===== config.mk =====
export PLATFORM = sky130hd
export DESIGN_NAME = fadd_norm_round
export DESIGN_NICKNAME = d
export VERILOG_FILES = /design/src/rtl/fadd_norm_round.sv
export SDC_FILE = /design/constraint.sdc
export NUM_CORES = 1
export LEC_CHECK = 0
export CAP_MARGIN = 10
export CORE_MARGIN = 8
export CORE_UTILIZATION = 45
export DETAILED_ROUTE_END_ITERATION = 10
export PLACE_DENSITY = 0.68
export RECOVER_POWER = 50
export SYNTH_ARGS = -nofsm -noshare
export SYNTH_HDL_FRONTEND = slang
export SYNTH_SLANG_ARGS = --single-unit

===== constraint.sdc =====
create_clock -name clk -period 8.1 [get_ports clk]
set_input_delay 0.81 -clock clk [delete_from_list [all_inputs] [get_ports clk]]
set_output_delay 0.81 -clock clk [all_outputs]
set_load 0.02 [all_outputs]

===== src/rtl/fadd_norm_round.sv =====
// Float adder normalize/round stage: left-normalizes the difference
// one bit per cycle, rounds half-up on guard, packs IEEE-754 result.
//
// Ports:
//   clk, reset         clock, async active-high reset
//   in_valid/in_ready  operand handshake (ready only in IDLE)
//   mant_in            {hidden, fraction, guard} difference magnitude
//   round_in           bit below guard, enters on first shift
//   exp_in, sign_in    larger-operand exponent, result sign
//   out_valid/out_ready result handshake (valid only in DONE)
//   result             packed {sign, exp, frac}
//   zero_flag          exact zero
//   underflow_flag     flushed to zero
//   overflow_flag      saturated to infinity
module fadd_norm_round #(
  parameter int EXP_W  = 8,
  parameter int FRAC_W = 23
) (
  input  logic                      clk,
  input  logic                      reset,
  input  logic                      in_valid,
  output logic                      in_ready,
  input  logic [FRAC_W+1:0]         mant_in,
  input  logic                      round_in,
  input  logic [EXP_W-1:0]          exp_in,
  input  logic                      sign_in,
  output logic                      out_valid,
  input  logic                      out_ready,
  output logic [EXP_W+FRAC_W:0]     result,
  output logic                      zero_flag,
  output logic                      underflow_flag,
  output logic                      overflow_flag
);

  localparam int MW = FRAC_W + 2;
  localparam int RW = 1 + EXP_W + FRAC_W;

  localparam logic [EXP_W-1:0] EXP_ONE = {{(EXP_W-1){1'b0}}, 1'b1};

  typedef enum logic [1:0] {
    IDLE,
    NORM,
    ROUND,
    DONE
  } state_t;

  state_t              state, state_d;
  logic [MW-1:0]       mant, mant_d;
  logic                rnd, rnd_d;
  logic [EXP_W-1:0]    exp_q, exp_d;
  logic                sign, sign_d;
  logic [RW-1:0]       res_d;
  logic                zf_d, uf_d, of_d;

  // Rounding datapath: one bit wider to expose the carry-out.
  logic [FRAC_W+1:0]   sum;
  logic                carry;
  logic [EXP_W-1:0]    exp_r;
  logic [FRAC_W-1:0]   frac_r;

  assign sum    = {1'b0, mant[MW-1:1]}
                + {{(FRAC_W+1){1'b0}}, mant[0]};
  assign carry  = sum[FRAC_W+1];
  assign exp_r  = exp_q + {{(EXP_W-1){1'b0}}, carry};
  assign frac_r = carry ? '0 : sum[FRAC_W-1:0];

  assign in_ready  = (state == IDLE) && !reset;
  assign out_valid = (state == DONE);

  always_comb begin
    state_d = state;
    mant_d  = mant;
    rnd_d   = rnd;
    exp_d   = exp_q;
    sign_d  = sign;
    res_d   = result;
    zf_d    = zero_flag;
    uf_d    = underflow_flag;
    of_d    = overflow_flag;
    unique case (state)
      IDLE: begin
        if (in_valid) begin
          mant_d = mant_in;
          rnd_d  = round_in;
          exp_d  = exp_in;
          sign_d = sign_in;
          zf_d   = 1'b0;
          uf_d   = 1'b0;
          of_d   = 1'b0;
          if (mant_in == '0 && !round_in) begin
            res_d   = '0;
            zf_d    = 1'b1;
            state_d = DONE;
          end else if (exp_in == '0) begin
            res_d   = {sign_in, {(RW-1){1'b0}}};
            uf_d    = 1'b1;
            state_d = DONE;
          end else begin
            state_d = NORM;
          end
        end
      end
      NORM: begin
        if (mant[MW-1]) begin
          state_d = ROUND;
        end else if (exp_q == EXP_ONE) begin
          // No exponent left to absorb another shift.
          res_d   = {sign, {(RW-1){1'b0}}};
          uf_d    = 1'b1;
          state_d = DONE;
        end else begin
          mant_d = {mant[MW-2:0], rnd};
          rnd_d  = 1'b0;
          exp_d  = exp_q - EXP_ONE;
        end
      end
      ROUND: begin
        exp_d = exp_r;
        if (exp_r == '1) begin
          res_d = {sign, {EXP_W{1'b1}}, {FRAC_W{1'b0}}};
          of_d  = 1'b1;
        end else begin
          res_d = {sign, exp_r, frac_r};
        end
        state_d = DONE;
      end
      DONE: begin
        if (out_ready) state_d = IDLE;
      end
      default: state_d = IDLE;
    endcase
  end

  always_ff @(posedge clk or posedge reset) begin
    if (reset) begin
      state          <= IDLE;
      mant           <= '0;
      rnd            <= 1'b0;
      exp_q          <= '0;
      sign           <= 1'b0;
      result         <= '0;
      zero_flag      <= 1'b0;
      underflow_flag <= 1'b0;
      overflow_flag  <= 1'b0;
    end else begin
      state          <= state_d;
      mant           <= mant_d;
      rnd            <= rnd_d;
      exp_q          <= exp_d;
      sign           <= sign_d;
      result         <= res_d;
      zero_flag      <= zf_d;
      underflow_flag <= uf_d;
      overflow_flag  <= of_d;
    end
  end

endmodule


==> impl_summary.txt <==
----------------------------------------------------
[Placement]
  Total instance count after detailed placement ... ~610
  Worst slack at placement ... between 4 and 5 ns
  Gp weighted congestion ... ~0.89
  Instance area at placement ... 4950 µm²
  Estimated wirelength of the detail-placed design ... about 8.5 mm
  Port Buf Inserts ... 75

[Synth]
  Number of distinct library cells after synthesis ... 52
  Part of the Yosys area used for sequential elements ... 43.2%
  Synthesized netlist net count ... approximately 500
  Ys async rst share ... between 90% and 100%
  Mean post-synth cell area ... slightly above 9 µm²
  Compound-cell area share of the yosys netlist ... between 20% and 30%
  Xor/xnor share of the synthesized area ... 6.30%
  Adder-cell area share of the yosys netlist ... ~3.3%
  Yosys warnings ... 0
  Number of instances in the synthesized netlist ... 448
  Cell area after synthesis ... 4170 µm²
  Main combinational cell family by area after synthesis ... compound AO/OA/AOI/OAI gates
  Simple-Gate Fraction of Synth Area ... around 16%
  Portion of netlist area occupied by mux cells ... less than 1%
  Number of synthesized register bits ... about 70
  Post-synth top flop ... sky130_fd_sc_hd__dfrtp_1
  Number of enable flip-flop cells after synthesis ... 0

[Drt]
  Drc violations ... 0
  First-pass detailed-route iteration total ... 5
  Initial DRC Count ... approximately 280
  Number of nets with antenna violations after detailed routing ... 0
  Routed wire per std cell ... ~19 µm
  Post-DR vias/cell ... roughly 6
  Total wire length after detailed routing ... approximately 12 mm
  Vias after detailed routing ... around 3700

[Floorplan]
  Starting density of the core ... between 40% and 50%
  Boundary pin count ... 76
  Chip Width ... 112 µm
  Area enclosed by the die boundary ... between 10000 and 15000 µm²
  Y dimension of the die ... around 110 µm
  Core outline area ... 9110 µm²
  # rows ... 35

[Critical path]
  Kind of end point of the critical path ... async pin
  Capturing point of the worst reg2reg path ... result[0]$_DFFE_PP0P_
  CP Launch Type ... primary input
  Register-to-Register Setup Slack ... ~4.4 ns
  Critical Path AT ... around 4.2 ns
  End point of the critical path ... exp_q[1]$_DFFE_PP0P_
  Data required time of the critical path ... approximately 7.7 ns
  Cell count of the worst reg-to-reg path ... 13
  Beginning of the worst register-to-register path ... mant[1]$_DFFE_PP0P_
  Type of the setup path with the least slack ... primary input to async pin
  Max FO, Critical Path ... approximately 70
  Critical Path Source ... reset

[Final layout]
  Number of standard cells in the final layout excluding fillers ... roughly 620
  Area of the multi-input gates ... approximately 2200 µm²
  Area growth from synthesis to layout ... 23.5%
  Inserted Diodes ... 0
  Fill cell count ... 827
  Register cell area after layout ... between 1500 and 2000 µm²
  Final non-filler cell area ... 5150 µm²
  Layout cell share with drive strength beyond 1 ... between 7 and 8%
  Final cell utilization of the core ... between 50% and 60%
  Final-stage net count ... between 500 and 600

[CTS]
  Total clock buffers created by CTS ... 9
  Number of H-tree levels ... 3
  Clock insertion delay at the later pin of the skew report ... around 0.35 ns
  Clock Root Buffer ... sky130_fd_sc_hd__clkbuf_8
  Post-CTS Resized ... 0
  Sinks on the clock net ... just over 70
  TritonCTS clock tree ... done
  # Post-CTS Setup Buffers ... 0
  Clock edge transition at the registers on the reported setup and hold paths ... ~0.080 ns
  Number of buffers between clock root and the deepest sink ... 2
  Post-CTS Hold Buffers ... 0

[Timing]
  Slew at the pin with the worst max-slew slack ... about 3.8 ns
  Setup slack of the critical path after layout ... approximately 3.5 ns
  Time the final worst path needs with I/O delays and setup ... 4.59 ns
  Part of the cycle the worst path needs ... between 50% and 60%
  Final sum of negative setup slack ... 0 ns
  Setup clock skew after layout ... about 0.012 ns
  Final-layout worst hold slack ... approximately 0.5 ns
  Final number of max-transition violations ... 73
  Tightest slew margin relative to the limit ... -157%
  FMAX ... between 200 and 250 MHz
  Number of failing setup endpoints in the final timing report ... 0
  Setup repair after global routing missed its margin ... no
  Endpoints failing hold ... 0

[Power]
  Switching component of the power ... roughly 950 µW
  Sequential share of power ... between 30% and 40%
  P per Cell Area ... 390 nW/µm²
  Combinational group share of total power ... 50.4%
  Design Power ... 2.01 mW
  Maximum VDD drop ... approximately 0.16 mV
  Share of total power consumed by net switching ... 47.1%
  Clk pwr share ... 14.7%
  Internal ... 1.06 mW
  Leakage ... 2.09 nW

[GRT]
  Pin count of the biggest net entering global routing ... 73
  Initial antenna violation count ... 0
  Number of global-route vias before repair ... between 3000 and 4000
  Total grt overflow ... 0
  Wire length of the first global-routing pass ... 19.3 mm
  Aggregate global-route resource usage ... a little under a fifth

[Job]
  Max Cap Violations ... 1

[Run status]
  Outcome ... finished with violations
  Violated checks ... max-capacitance violations, max-slew violations

[Min path]
  Path class of the lowest-slack min-delay path ... register to register

----------------------------------------------------
cells by family after synthesis:
group / Yosys count
xor gates and xnor gates: 30
AOI/OAI and AO/OA: 149
and+or+nand+nor: 136
muxes: 2
buffers and inverters: 48
DFF: 72
adders and majority gates: 11
layout make-up:
class / instances / area share (%)
Tap cell: 111 / 2.69
Sequential cell: 72 / 35.0
Timing Repair Buffer: 78 / 14.9
Clock buffer: 10 / 2.67
Clock inverter: 6 / 1.31
Inverter: 17 / 1.24
Multi-Input combinational cell: 328 / 42.2
routing by layer:
layer	GRT usage [%]	share of wire, %	up-vias
met1	25.8	46	1820
met3	3.76	6.4	8
met5	0	0	-
li1	-	-	1775
met2	29.7	47	127
met4	5.04	0.79	0
synth_stat cells, types with 13 or more instances:
master | number | area [µm²]
sky130_fd_sc_hd__nand2_1 | 51 | 191
sky130_fd_sc_hd__nor2_1 | 17 | 63.8
sky130_fd_sc_hd__dfrtp_1 | 72 | 1800
sky130_fd_sc_hd__xnor2_1 | 17 | 149
sky130_fd_sc_hd__o21ai_0 | 55 | 275
sky130_fd_sc_hd__clkbuf_1 | 19 | 71.3
sky130_fd_sc_hd__o31ai_1 | 16 | 120
sky130_fd_sc_hd__xor2_1 | 13 | 114
sky130_fd_sc_hd__nor3_1 | 14 | 70.1
sky130_fd_sc_hd__a22oi_1 | 21 | 158
sky130_fd_sc_hd__inv_1 | 16 | 60.1
sky130_fd_sc_hd__nand3_1 | 15 | 75.1
power groups by stage:
stage | registers (mW) | clock network (mW) | logic [mW]
after floorplan | 0.706 | 0 | 0.679
after CTS | 0.700 | 0.297 | 1.02
final | 0.701 | 0.296 | 1.01
after detailed placement | 0.705 | 0 | 1.02
after global routing | 0.724 | 0.314 | 1.12
after global placement | 0.705 | 0 | 1.00
sequential cells by signal (all words and copies together) (netlist names):
register        flops
result             32
mant               25
exp_q               8
state               2
overflow_flag       1
rnd                 1
sign                1
underflow_flag      1
zero_flag           1
layout by cell type, fill, tap and decap left out, types with 13 or more instances in the layout:
cell,instances
sky130_fd_sc_hd__xor2_1,13
sky130_fd_sc_hd__o31ai_1,16
sky130_fd_sc_hd__nor2_1,17
sky130_fd_sc_hd__dlygate4sd3_1,17
sky130_fd_sc_hd__inv_1,15
sky130_fd_sc_hd__clkdlybuf4s50_1,58
sky130_fd_sc_hd__nand2_1,51
sky130_fd_sc_hd__xnor2_1,17
sky130_fd_sc_hd__nor3_1,14
sky130_fd_sc_hd__a22oi_1,21
sky130_fd_sc_hd__nand3_1,15
sky130_fd_sc_hd__dfrtp_1,72
sky130_fd_sc_hd__o21ai_0,54
worst max-delay path: stages:
cell                            delay (ns)
sky130_fd_sc_hd__dlygate4sd3_1        0.55
sky130_fd_sc_hd__clkinv_1             0.05
sky130_fd_sc_hd__clkbuf_1             2.68
how the worst min path moves through the flow:
stage	endpoint	from	slack (ns)	cells past startpoint
floorplan	mant[1]$_DFFE_PP0P_	mant[1]$_DFFE_PP0P_	0.48	2
global placement	result[21]$_DFFE_PP0P_	result[21]$_DFFE_PP0P_	0.48	1
detailed placement	result[21]$_DFFE_PP0P_	result[21]$_DFFE_PP0P_	0.48	1
CTS	result[21]$_DFFE_PP0P_	result[21]$_DFFE_PP0P_	0.51	1
global route	result[21]$_DFFE_PP0P_	result[21]$_DFFE_PP0P_	0.52	1
finish	result[21]$_DFFE_PP0P_	result[21]$_DFFE_PP0P_	0.49	1
(Power assumes the default switching activity.)
